===== config.mk =====
export PLATFORM = sky130hd
export DESIGN_NAME = collision_detector
export DESIGN_NICKNAME = d
export VERILOG_FILES = /design/src/rtl/game_pkg.sv /design/src/rtl/collision_detector_overlap_counter.sv /design/src/rtl/collision_detector.sv
export SDC_FILE = /design/constraint.sdc
export NUM_CORES = 1
export LEC_CHECK = 0
export ABC_AREA = 1
export CORE_ASPECT_RATIO = 0.5
export CORE_MARGIN = 8
export CORE_UTILIZATION = 40
export CTS_BUF_LIST = sky130_fd_sc_hd__clkbuf_8
export DETAILED_ROUTE_END_ITERATION = 6
export DONT_BUFFER_PORTS = 1
export HOLD_SLACK_MARGIN = 0.06
export PLACE_DENSITY = 0.64
export RECOVER_POWER = 50
export SYNTH_ARGS = -nofsm -noshare
export SYNTH_HDL_FRONTEND = slang
export SYNTH_HIERARCHICAL = 1
export SYNTH_SLANG_ARGS = --single-unit
export TNS_END_PERCENT = 20

===== constraint.sdc =====
create_clock -name CLK -period 1.82 [get_ports CLK]
set_input_delay 0.182 -clock CLK [delete_from_list [all_inputs] [get_ports CLK]]
set_output_delay 0.182 -clock CLK [all_outputs]
set_load 0.1 [all_outputs]

===== src/rtl/game_pkg.sv =====
// Shared game definitions: game FSM state encoding, playfield geometry and the
// running/home classification used by blocks that react to the game state.
package game_pkg;

   localparam logic [3:0] TITLE    = 4'd0;
   localparam logic [3:0] TITLE1   = 4'd1;
   localparam logic [3:0] TITLE2   = 4'd2;
   localparam logic [3:0] TITLE3   = 4'd3;
   localparam logic [3:0] TITLE4   = 4'd4;
   localparam logic [3:0] RUN1     = 4'd5;
   localparam logic [3:0] RUN2     = 4'd6;
   localparam logic [3:0] JUMP1    = 4'd7;
   localparam logic [3:0] JUMP2    = 4'd8;
   localparam logic [3:0] DUCK1    = 4'd9;
   localparam logic [3:0] DUCK2    = 4'd10;
   localparam logic [3:0] IDLE     = 4'd11;
   localparam logic [3:0] CHARSEL0 = 4'd12;
   localparam logic [3:0] CHARSEL1 = 4'd13;
   localparam logic [3:0] FAIL1    = 4'd14;
   localparam logic [3:0] FAIL2    = 4'd15;

   localparam logic [9:0] H_MIN  = 10'd170;
   localparam logic [9:0] H_MAX  = 10'd750;
   localparam logic [9:0] V_MIN  = 10'd34;
   localparam logic [9:0] V_MAX  = 10'd516;
   localparam logic [9:0] H_LAST = 10'd799;
   localparam logic [9:0] V_LAST = 10'd524;

   // Collision detector's own supervision states, distinct from game states.
   typedef enum logic [1:0] {
      DET_IDLE,
      DET_GRACE,
      DET_ARMED,
      DET_HIT
   } det_state_t;

   function automatic logic is_running(input logic [3:0] s);
      return (s >= RUN1) && (s <= DUCK2);
   endfunction

   function automatic logic is_home(input logic [3:0] s);
      return (s <= TITLE4) || ((s >= IDLE) && (s <= CHARSEL1));
   endfunction

endpackage


===== src/rtl/collision_detector_overlap_counter.sv =====
// Counts strobed pixels where player and obstacle overlap inside the playfield,
// and snapshots/clears that count at every frame end.
module overlap_counter
   import game_pkg::*;
#(
   parameter int         CNTW  = 12,
   parameter logic [9:0] X_MIN = H_MIN,
   parameter logic [9:0] X_MAX = H_MAX,
   parameter logic [9:0] Y_MIN = V_MIN,
   parameter logic [9:0] Y_MAX = V_MAX,
   parameter logic [9:0] X_END = H_LAST,
   parameter logic [9:0] Y_END = V_LAST
) (
   input  logic            CLK,
   input  logic            RESET,
   input  logic            pix_stb,
   input  logic [9:0]      hc,
   input  logic [9:0]      vc,
   input  logic [3:0]      player_pix,
   input  logic [3:0]      obstacle_pix,
   output logic            frame_end,
   output logic [CNTW-1:0] ovl_cnt,
   output logic            frame_tick,
   output logic [CNTW-1:0] last_overlap
);

   localparam logic [CNTW-1:0] CNT_MAX = '1;

   logic in_window;
   logic overlap;

   assign in_window = (hc >= X_MIN) && (hc <= X_MAX) && (vc >= Y_MIN) && (vc <= Y_MAX);
   assign overlap   = pix_stb && in_window && (|player_pix) && (|obstacle_pix);
   assign frame_end = pix_stb && (hc == X_END) && (vc == Y_END);

   // NOTE: state registers use non-blocking assignments so every flop samples
   // the pre-edge values of the others, independent of statement order.
   always_ff @(posedge CLK or posedge RESET) begin
      if (RESET) begin
         ovl_cnt      <= '0;
         last_overlap <= '0;
         frame_tick   <= 1'b0;
      end else begin
         frame_tick <= frame_end;
         if (frame_end) begin
            last_overlap <= ovl_cnt;
            ovl_cnt      <= '0;
         end else if (overlap && (ovl_cnt != CNT_MAX)) begin
            ovl_cnt <= ovl_cnt + 1'b1;
         end
      end
   end

endmodule


===== src/rtl/collision_detector.sv =====
// Debounces per-frame sprite/obstacle overlap into a latched collision for the
// game FSM, ignoring the first frames after play starts.
module collision_detector
   import game_pkg::*;
#(
   parameter int HIT_THRESH   = 8,
   parameter int CONSEC       = 2,
   parameter int GRACE_FRAMES = 30,
   parameter int CNTW         = 12
) (
   input  logic            CLK,
   input  logic            RESET,
   input  logic            pix_stb,
   input  logic [9:0]      hc,
   input  logic [9:0]      vc,
   input  logic [3:0]      state,
   input  logic [3:0]      player_pix,
   input  logic [3:0]      obstacle_pix,
   output logic            hit_pulse,
   output logic            fail_latched,
   output logic [CNTW-1:0] last_overlap,
   output logic            frame_tick
);

   localparam int GW = $clog2(GRACE_FRAMES + 1);
   localparam int CW = $clog2(CONSEC + 1);

   localparam logic [GW-1:0] GRACE_LAST  = GW'(GRACE_FRAMES);
   localparam logic [CW-1:0] CONSEC_LAST = CW'(CONSEC);
   localparam logic [31:0]   THRESH      = 32'(HIT_THRESH);

   logic            frame_end;
   logic [CNTW-1:0] ovl_cnt;
   logic            running;
   logic            home;
   logic            colliding;
   logic [GW-1:0]   grace_nxt;
   logic [CW-1:0]   consec_nxt;

   det_state_t      det_state;
   logic [GW-1:0]   grace_cnt;
   logic [CW-1:0]   consec_cnt;

   overlap_counter #(
      .CNTW (CNTW)
   ) u_overlap (
      .CLK          (CLK),
      .RESET        (RESET),
      .pix_stb      (pix_stb),
      .hc           (hc),
      .vc           (vc),
      .player_pix   (player_pix),
      .obstacle_pix (obstacle_pix),
      .frame_end    (frame_end),
      .ovl_cnt      (ovl_cnt),
      .frame_tick   (frame_tick),
      .last_overlap (last_overlap)
   );

   assign running    = is_running(state);
   assign home       = is_home(state);
   assign colliding  = 32'(ovl_cnt) >= THRESH;
   assign grace_nxt  = grace_cnt + 1'b1;
   assign consec_nxt = consec_cnt + 1'b1;

   // Home is checked before any frame-end evaluation, so returning to a menu
   // on the last pixel of a frame can never declare a hit.
   always_ff @(posedge CLK or posedge RESET) begin
      if (RESET) begin
         det_state    <= DET_IDLE;
         grace_cnt    <= '0;
         consec_cnt   <= '0;
         hit_pulse    <= 1'b0;
         fail_latched <= 1'b0;
      end else begin
         hit_pulse <= 1'b0;
         case (det_state)
            DET_IDLE: begin
               if (running) begin
                  det_state <= DET_GRACE;
                  grace_cnt <= '0;
               end
            end

            DET_GRACE: begin
               if (home) begin
                  det_state <= DET_IDLE;
               end else if (frame_end) begin
                  grace_cnt <= grace_nxt;
                  if (grace_nxt == GRACE_LAST) begin
                     det_state  <= DET_ARMED;
                     consec_cnt <= '0;
                  end
               end
            end

            DET_ARMED: begin
               if (home) begin
                  det_state  <= DET_IDLE;
                  consec_cnt <= '0;
               end else if (frame_end && running) begin
                  if (colliding) begin
                     consec_cnt <= consec_nxt;
                     if (consec_nxt == CONSEC_LAST) begin
                        det_state    <= DET_HIT;
                        hit_pulse    <= 1'b1;
                        fail_latched <= 1'b1;
                     end
                  end else begin
                     consec_cnt <= '0;
                  end
               end
            end

            DET_HIT: begin
               if (home) begin
                  det_state    <= DET_IDLE;
                  fail_latched <= 1'b0;
               end
            end

            default: det_state <= DET_IDLE;
         endcase
      end
   end

endmodule


==> flow_metrics.py <==
metrics = {
    "status": {
        "outcome": "finished, final reports clean",
    },
    "setup_path": {
        "worst_path_most_repeated_cell": "nand3_1",
        "rr_worst_depth": 8,
        "timing.rr.start": "u_overlap/ovl_cnt[0]",
        "crit_path_start": "u_overlap/ovl_cnt[0]",
        "worstPathMaxFanout": 12,
        "slowest_delay_ns": 0.42,
        "cp.arrival_ns": 1.91,
        "critical_path.endpoint_type": "flop",
        "r2r-end": "u_overlap/ovl_cnt[6]",
        "crit_chain": "ha_1, nand3_1, nor2_2, nand4_1, nand3_1, nor2_4, nand3_1, nand2_1",
        "crit_slowest_cell": "dfrtp_1",
        "cp.required_ns": 2.05,
        "startpoint_type": "flop",
        "crit_end": "u_overlap/ovl_cnt[6]",
        "r2r_slack_ns": 0.14,
        "crit_type": "flop to flop",
    },
    "global_route": {
        "grt_pass1_vias": 2181,
        "antenna_found_initial": 0,
        "grt.overflow.total": 0,
        "grt_usage_pct": 12.7,
        "grt_max_degree": 26,
        "grt_first_pass_wirelength_mm": 9.52,
    },
    "synthesis": {
        "yosysUniqueCellTypes": 27,
        "ys_ff_latch": 36,
        "netlist_area_sq_um": 2470,
        "syn_nets": 404,
        "yosysWarnings": 6,
        "syn_inst": 365,
        "avgSynthCellArea_sq_um": 6.77,
        "yosysSeqAreaShare_pct": 36.5,
    },
    "floorplanning": {
        "start_util_pct": 41.0,
        "rows": 20,
        "die_height_um": 71.6,
        "core_area_sq_um": 6030,
        "dieWidth_um": 127,
        "pin_count": 50,
        "die-area_sq_um": 9100,
    },
    "cells_and_area": {
        "diodes": 0,
        "finalInstanceArea_sq_um": 2800,
        "drive_gt1_share_pct": 13.1,
        "fin_util_pct": 46.5,
        "area_delta_synth_final_pct": 13.4,
        "nNetsFinal": 427,
        "fin_cells": 477,
        "fill_cells": 616,
    },
    "timing": {
        "hold_viol_final": 0,
        "clock.fmax_mhz": 597,
        "worst_pin_slew_ns": 0.824,
        "clock_skew_ns": 0.00934,
        "whs_ns": 0.176,
        "post-route-period-util_pct": 92.1,
        "relSlewSlack_pct": 45.1,
        "setup_viol": 0,
        "rsz0062_at_grt": "no",
        "setup_ws_ns": 0.144,
        "min_period_ns": 1.68,
        "slew_violations": 0,
        "fin_setup_tns_ns": 0,
    },
    "pwr": {
        "p_clk_share_pct": 26.7,
        "share_comb_of_total_power_pct": 27.9,
        "p_sw_uw": 785,
        "p_total_mw": 2.14,
        "intPower_mw": 1.36,
        "sw_frac_of_total_pct": 36.6,
        "leakage_nw": 1.48,
        "power_density_nw_per_um2": 765,
        "vdd_drop_max_mv": 0.234,
        "seq_power_share_pct": 45.5,
    },
    "detailed_routing": {
        "drc": 0,
        "drt-total-wl_mm": 5.59,
        "first_iter_violations": 184,
        "dr_total_vias": 2278,
        "firstDrtPassIters": 4,
        "viasPerCell": 4.78,
        "antenna_left": 0,
        "avgRoutedWirePerCell_um": 11.7,
    },
    "placement": {
        "place_ws_ns": 0.00869,
        "dpl_cell_area_sq_um": 2700,
        "hpwl_mm": 4.35,
        "dp_cells": 468,
        "place_congestion": 0.873,
        "io_buffer_count": 0,
    },
    "clock_tree": {
        "clk_pin_slew_worst_paths_ns": 0.08,
        "cts_buffers": 5,
        "cts_tree": "built",
        "clock-sinks": 36,
        "htree_levels": 2,
        "cts-root-buf": "clkbuf_8",
        "post_cts_buffers": 0,
        "cts_buffer_depth": 2,
        "worstSkewPairLatency_ns": 0.29,
    },
    "job": {
        "cap_violations": 0,
    },
    "worst_hold_path": {
        "min_path_type": "input port to flop",
    },
}
[worst max-delay path, delay by kind of cell, from the launching register on]
family	cells	cell delay (ns)
flip-flops	1	0.42
AND/OR/NAND/NOR	7	0.94
adder cells (fa/ha/maj)	1	0.26
[synthesized netlist by cell type]
cell | instances | area [sq um]
a21boi_0 | 1 | 7.51
a21boi_2 | 1 | 11.3
a21oi_1 | 5 | 25.0
a21oi_4 | 1 | 16.3
buf_2 | 3 | 15.0
buf_6 | 2 | 22.5
clkbuf_1 | 1 | 3.75
clkinv_1 | 1 | 3.75
dfrtp_1 | 36 | 901
ha_1 | 4 | 50.1
inv_1 | 54 | 203
inv_2 | 1 | 3.75
nand2_1 | 109 | 409
nand2_2 | 4 | 25.0
nand3_1 | 40 | 200
nand3_2 | 8 | 80.1
nand4_1 | 14 | 87.6
nand4_2 | 1 | 12.5
nor2_1 | 45 | 169
nor2_2 | 3 | 18.8
nor2_4 | 1 | 11.3
nor3_1 | 3 | 15.0
nor3_2 | 2 | 20.0
o21ai_0 | 13 | 65.1
o21ai_1 | 2 | 10.0
or2_2 | 1 | 6.26
xor2_1 | 9 | 78.8
[power groups by stage]
stage               logic, mW  registers, mW  clock network (mW)
finish                  0.597          0.975               0.572
global route            0.708          0.990               0.624
CTS                     0.600          0.975               0.593
detailed placement      0.593          0.990                   0
global placement        0.579          0.983                   0
floorplan               0.484          0.973                   0
[worst min-delay path by stage]
stage               cells after the start      from            end
floorplan                               1     RESET  consec_cnt[0]
global placement                        1     RESET  consec_cnt[1]
detailed placement                      1     RESET  consec_cnt[0]
CTS                                     4  state[2]   fail_latched
global route                            4  state[2]   fail_latched
finish                                  4  state[2]   fail_latched
[sequential cells by signal, indices dropped and copies added (netlist names)]
name	flops
consec_cnt	2
det_state	2
fail_latched	1
grace_cnt	5
hit_pulse	1
u_overlap/frame_tick	1
u_overlap/last_overlap	12
u_overlap/ovl_cnt	12
[placed cells by master, fill, tap and decap left out, types with 2 or more instances in the layout]
| cell | netlist | layout |
|---|---|---|
| a21oi_1 | 5 | 5 |
| buf_4 | 0 | 19 |
| clkbuf_8 | 0 | 5 |
| clkinv_2 | 0 | 2 |
| dfrtp_1 | 36 | 36 |
| ha_1 | 4 | 4 |
| inv_1 | 54 | 54 |
| nand2_1 | 109 | 109 |
| nand2_2 | 4 | 4 |
| nand3_1 | 40 | 40 |
| nand3_2 | 8 | 8 |
| nand4_1 | 14 | 14 |
| nor2_1 | 45 | 45 |
| nor2_2 | 3 | 2 |
| nor2_4 | 1 | 2 |
| nor3_1 | 3 | 3 |
| nor3_2 | 2 | 2 |
| o21ai_0 | 13 | 13 |
| o21ai_1 | 2 | 2 |
| xor2_1 | 9 | 9 |
[final cells by class]
cell class,instances,area (sq um),area share [%]
flip-flops and latches,36,901,32.1
repair buffers,22,161,5.76
inverters,56,210,7.50
well taps,88,110,3.93
clock buffers,5,68.8,2.46
multi-input cells,267,1330,47.5
clock inverters,3,18.8,0.670
[kinds of logic after synthesis]
group,after synthesis,share of synthesized area (%)
adder cells (fa/ha/maj),4,2.03
AND/OR/NAND/NOR,231,42.7
buffers and inverters,62,10.2
flip-flops,36,36.5
XOR/XNOR,9,3.19
AO/OA/AOI/OAI,23,5.47
[layer usage]
layer / GRT usage [%] / wire length [um] / vias up
met5: 0 / 0 / -
met4: 5.88 / 93 / 0
met3: 3.18 / 334 / 7
met2: 21.9 / 2590 / 49
met1: 14.7 / 2570 / 1023
li1: - / - / 1199
[what timing repair did]
action / 4_1_cts / 5_1_grt
hold endpoints to repair: 36 / 0
resized for setup: 1 / 1
endpoints found under the setup margin: 3 / 11
pin swaps: 0 / 0
hold buffers: 1 / 0
Note: power is estimated with default switching activity, not from simulation.
==> RTL edit, RTL diff (same flow settings) <==
The parameter `CONSEC` goes from 2 to 1.
--- a/src/rtl/collision_detector.sv
+++ b/src/rtl/collision_detector.sv
@@ -5,5 +5,5 @@
 #(
    parameter int HIT_THRESH   = 8,
-   parameter int CONSEC       = 2,
+   parameter int CONSEC       = 1,
    parameter int GRACE_FRAMES = 30,
    parameter int CNTW         = 12
Function: no difference found for any inputs over 10 cycles, from zero or initial values and one cycle with RESET high; that may be too few to reach the edited logic, so the function may still have changed.
==> RTL edit against the unedited design <==
Worst setup slack gained 0.047 ns. Cell area down 1.5%. Wire length up 3.3%. Power up 11%. Core utilization shrank 0.32 points. Sequential cell count decreased by 1. Area after synthesis down 1.6%. Critical endpoint is now u_overlap/ovl_cnt[11].
==> RTL edit: results (changes against the unedited design) <==
[clock_network]
htreeDepth = 2  ; unchanged
cts_root_buf = clkbuf_8
clk_path_buf_depth = 2  ; unchanged
clk_latency_ns = 0.29  ; about the same
cts_buffers = 5  ; unchanged
clk_pin_slew_ns = 0.08  ; about the same

[global_routing]
grt_max_degree = 26  ; unchanged
grt_util_all_layers_pct = 13.00  ; +0.29 points
grt_pass1_wl_um = 9742  ; +2.4%
antenna_found_initial = 0  ; unchanged

[placed_design]
place_congestion = 0.8706  ; -0.24%
place_hpwl_um = 4535  ; +4.1%
dp_cells = 440  ; -6.0%
io_buffer_count = 0  ; unchanged

[route]
routed_wl_um = 5772  ; +3.3%
drtIter0Drc = 110  ; -40%
num_vias = 2228  ; -2.2%
firstDrtPassIters = 4  ; unchanged

[cells_and_area]
diodes = 0  ; unchanged
fill_cells = 607  ; -1.5%
finalNetCount = 409  ; -4.2%
biggestRegsByFlops = u_overlap/last_overlap x12, u_overlap/ovl_cnt x12, grace_cnt x5
instances_no_fill = 449  ; -5.9%
drive_above_1_share_pct = 18.28  ; +5.2 points

[setup_path]
max_stage_delay_ns = 0.39  ; -0.03 ns
crit_arrival_ns = 1.86  ; -0.05 ns
cp_slowest_cell = dfrtp_1
cp_top_family = simple AND/OR/NAND/NOR gates
crit_path_max_fanout = 12  ; unchanged

[pwr]
ir_drop_mv = 0.2850  ; +22%
power.leakage_nw = 1.400  ; -5.3%

[synth]
yosysWarnings = 6  ; unchanged
ys_seq_area_share_pct = 36.01  ; -0.45 points
netlist-cell-type-count = 28  ; +3.7%
synth_ff_type = dfrtp_1
synthArstFlopShare_pct = 100.0  ; unchanged
ys_top_cells_by_count = nand2_1, inv_1, nand3_1
synth.area.top_cells = dfrtp_1, nand2_1, nand3_1
synth_nets = 385  ; -4.7%
synthCells = 347  ; -4.9%

[min_path]
hp-class = in2reg

[sta]
tightest_slew_ns = 0.7759  ; -0.04836 ns
fin_skew_ns = 0.003496  ; -0.005840 ns

[die]
rows = 20  ; unchanged

[status]
status = completed

[run]
drv_cap = 0  ; unchanged

==> RTL edit: cell count changes in the layout (fill, tap and decap cells not counted), moves of 2 or more <==
cell,before,now
o21ai_0,13,11
a21oi_1,5,8
clkinv_2,2,0
nor2_2,2,4
o21ai_1,2,5
nand4_1,14,9
nand2_2,4,7
a21oi_2,0,4
inv_2,1,4
inv_1,54,48
nand2_1,109,93
nand2_4,0,2
nor2_1,45,37
==> RTL edit: final cells by class <==
class	count	share of cell area (%)
multi-input cells	254	48.01
inverters	52	7.072
flip-flops and latches	35	31.73
clock buffers	6	2.992
well taps	77	3.490
clock inverters	2	0.5893
repair buffers	23	6.120
==> RTL edit: report_power, final <==
group          internal, mW  leakage, nW  switching (mW)
logic                 0.286        0.874           0.494
registers             0.870        0.479           0.117
clock network         0.309       0.0474           0.308
==> RTL edit: worst min-delay path: cells and delay by family <==
family | cells | cell delay, ns
buffers and inverters | 1 | 0.05
AND/OR/NAND/NOR | 2 | 0.20
AO/OA/AOI/OAI | 1 | 0.08
==> RTL edit: logic make-up after synthesis <==
group	share of synthesized area [%]
AND/OR/NAND/NOR	42.03
buffers and inverters	9.722
flip-flops	36.01
AO/OA/AOI/OAI	7.459
XOR/XNOR	3.241
adder cells (fa/ha/maj)	1.543
==> RTL edit: metal layers <==
metal / GRT usage, % / wire (um)
met1: 14.77 / 2516
met3: 4.573 / 435
met2: 22.77 / 2755
met4: 3.699 / 64
met5: 0 / 0
==> RTL edit: worst paths after layout <==
kind | from | to | slack, ns | cells past startpoint
setup / recovery | u_overlap/ovl_cnt[0] | u_overlap/ovl_cnt[11] | 0.19 | 8
hold / removal | state[2] | hit_pulse | 0.25 | 4
setup reg to reg | u_overlap/ovl_cnt[0] | u_overlap/ovl_cnt[11] | 0.19 | 8
hold reg to reg | consec_cnt | consec_cnt | 0.49 | 2
max in group asynchronous | RESET | u_overlap/last_overlap[9] | 0.90 | 3
min in group asynchronous | RESET | consec_cnt | 0.34 | 2
==> RTL edit: stage by stage <==
step	instance area [um2]	hold slack (ns)	util (%)	total power, mW	setup slack (ns)
floorplan	2432	0.02218	-	1.615	0.2158
CTS	2761	0.2421	46.17	2.417	0.04859
finish	2760	0.2524	46.15	2.385	0.1912
global route	2760	0.2769	46.15	2.581	0.07671
global placement	2653	0.07934	44.35	1.749	0.1414
detailed placement	2653	0.08783	44.35	1.784	0.06964
==> RTL edit: repair_timing <==
| action | in CTS | in global routing |
|---|---|---|
| gates resized for setup | 0 | 1 |
| hold endpoints to repair | 35 | 0 |
| hold buffers | 1 | 0 |
| setup endpoints to repair | 0 | 9 |
| buffers inserted | 0 | 0 |
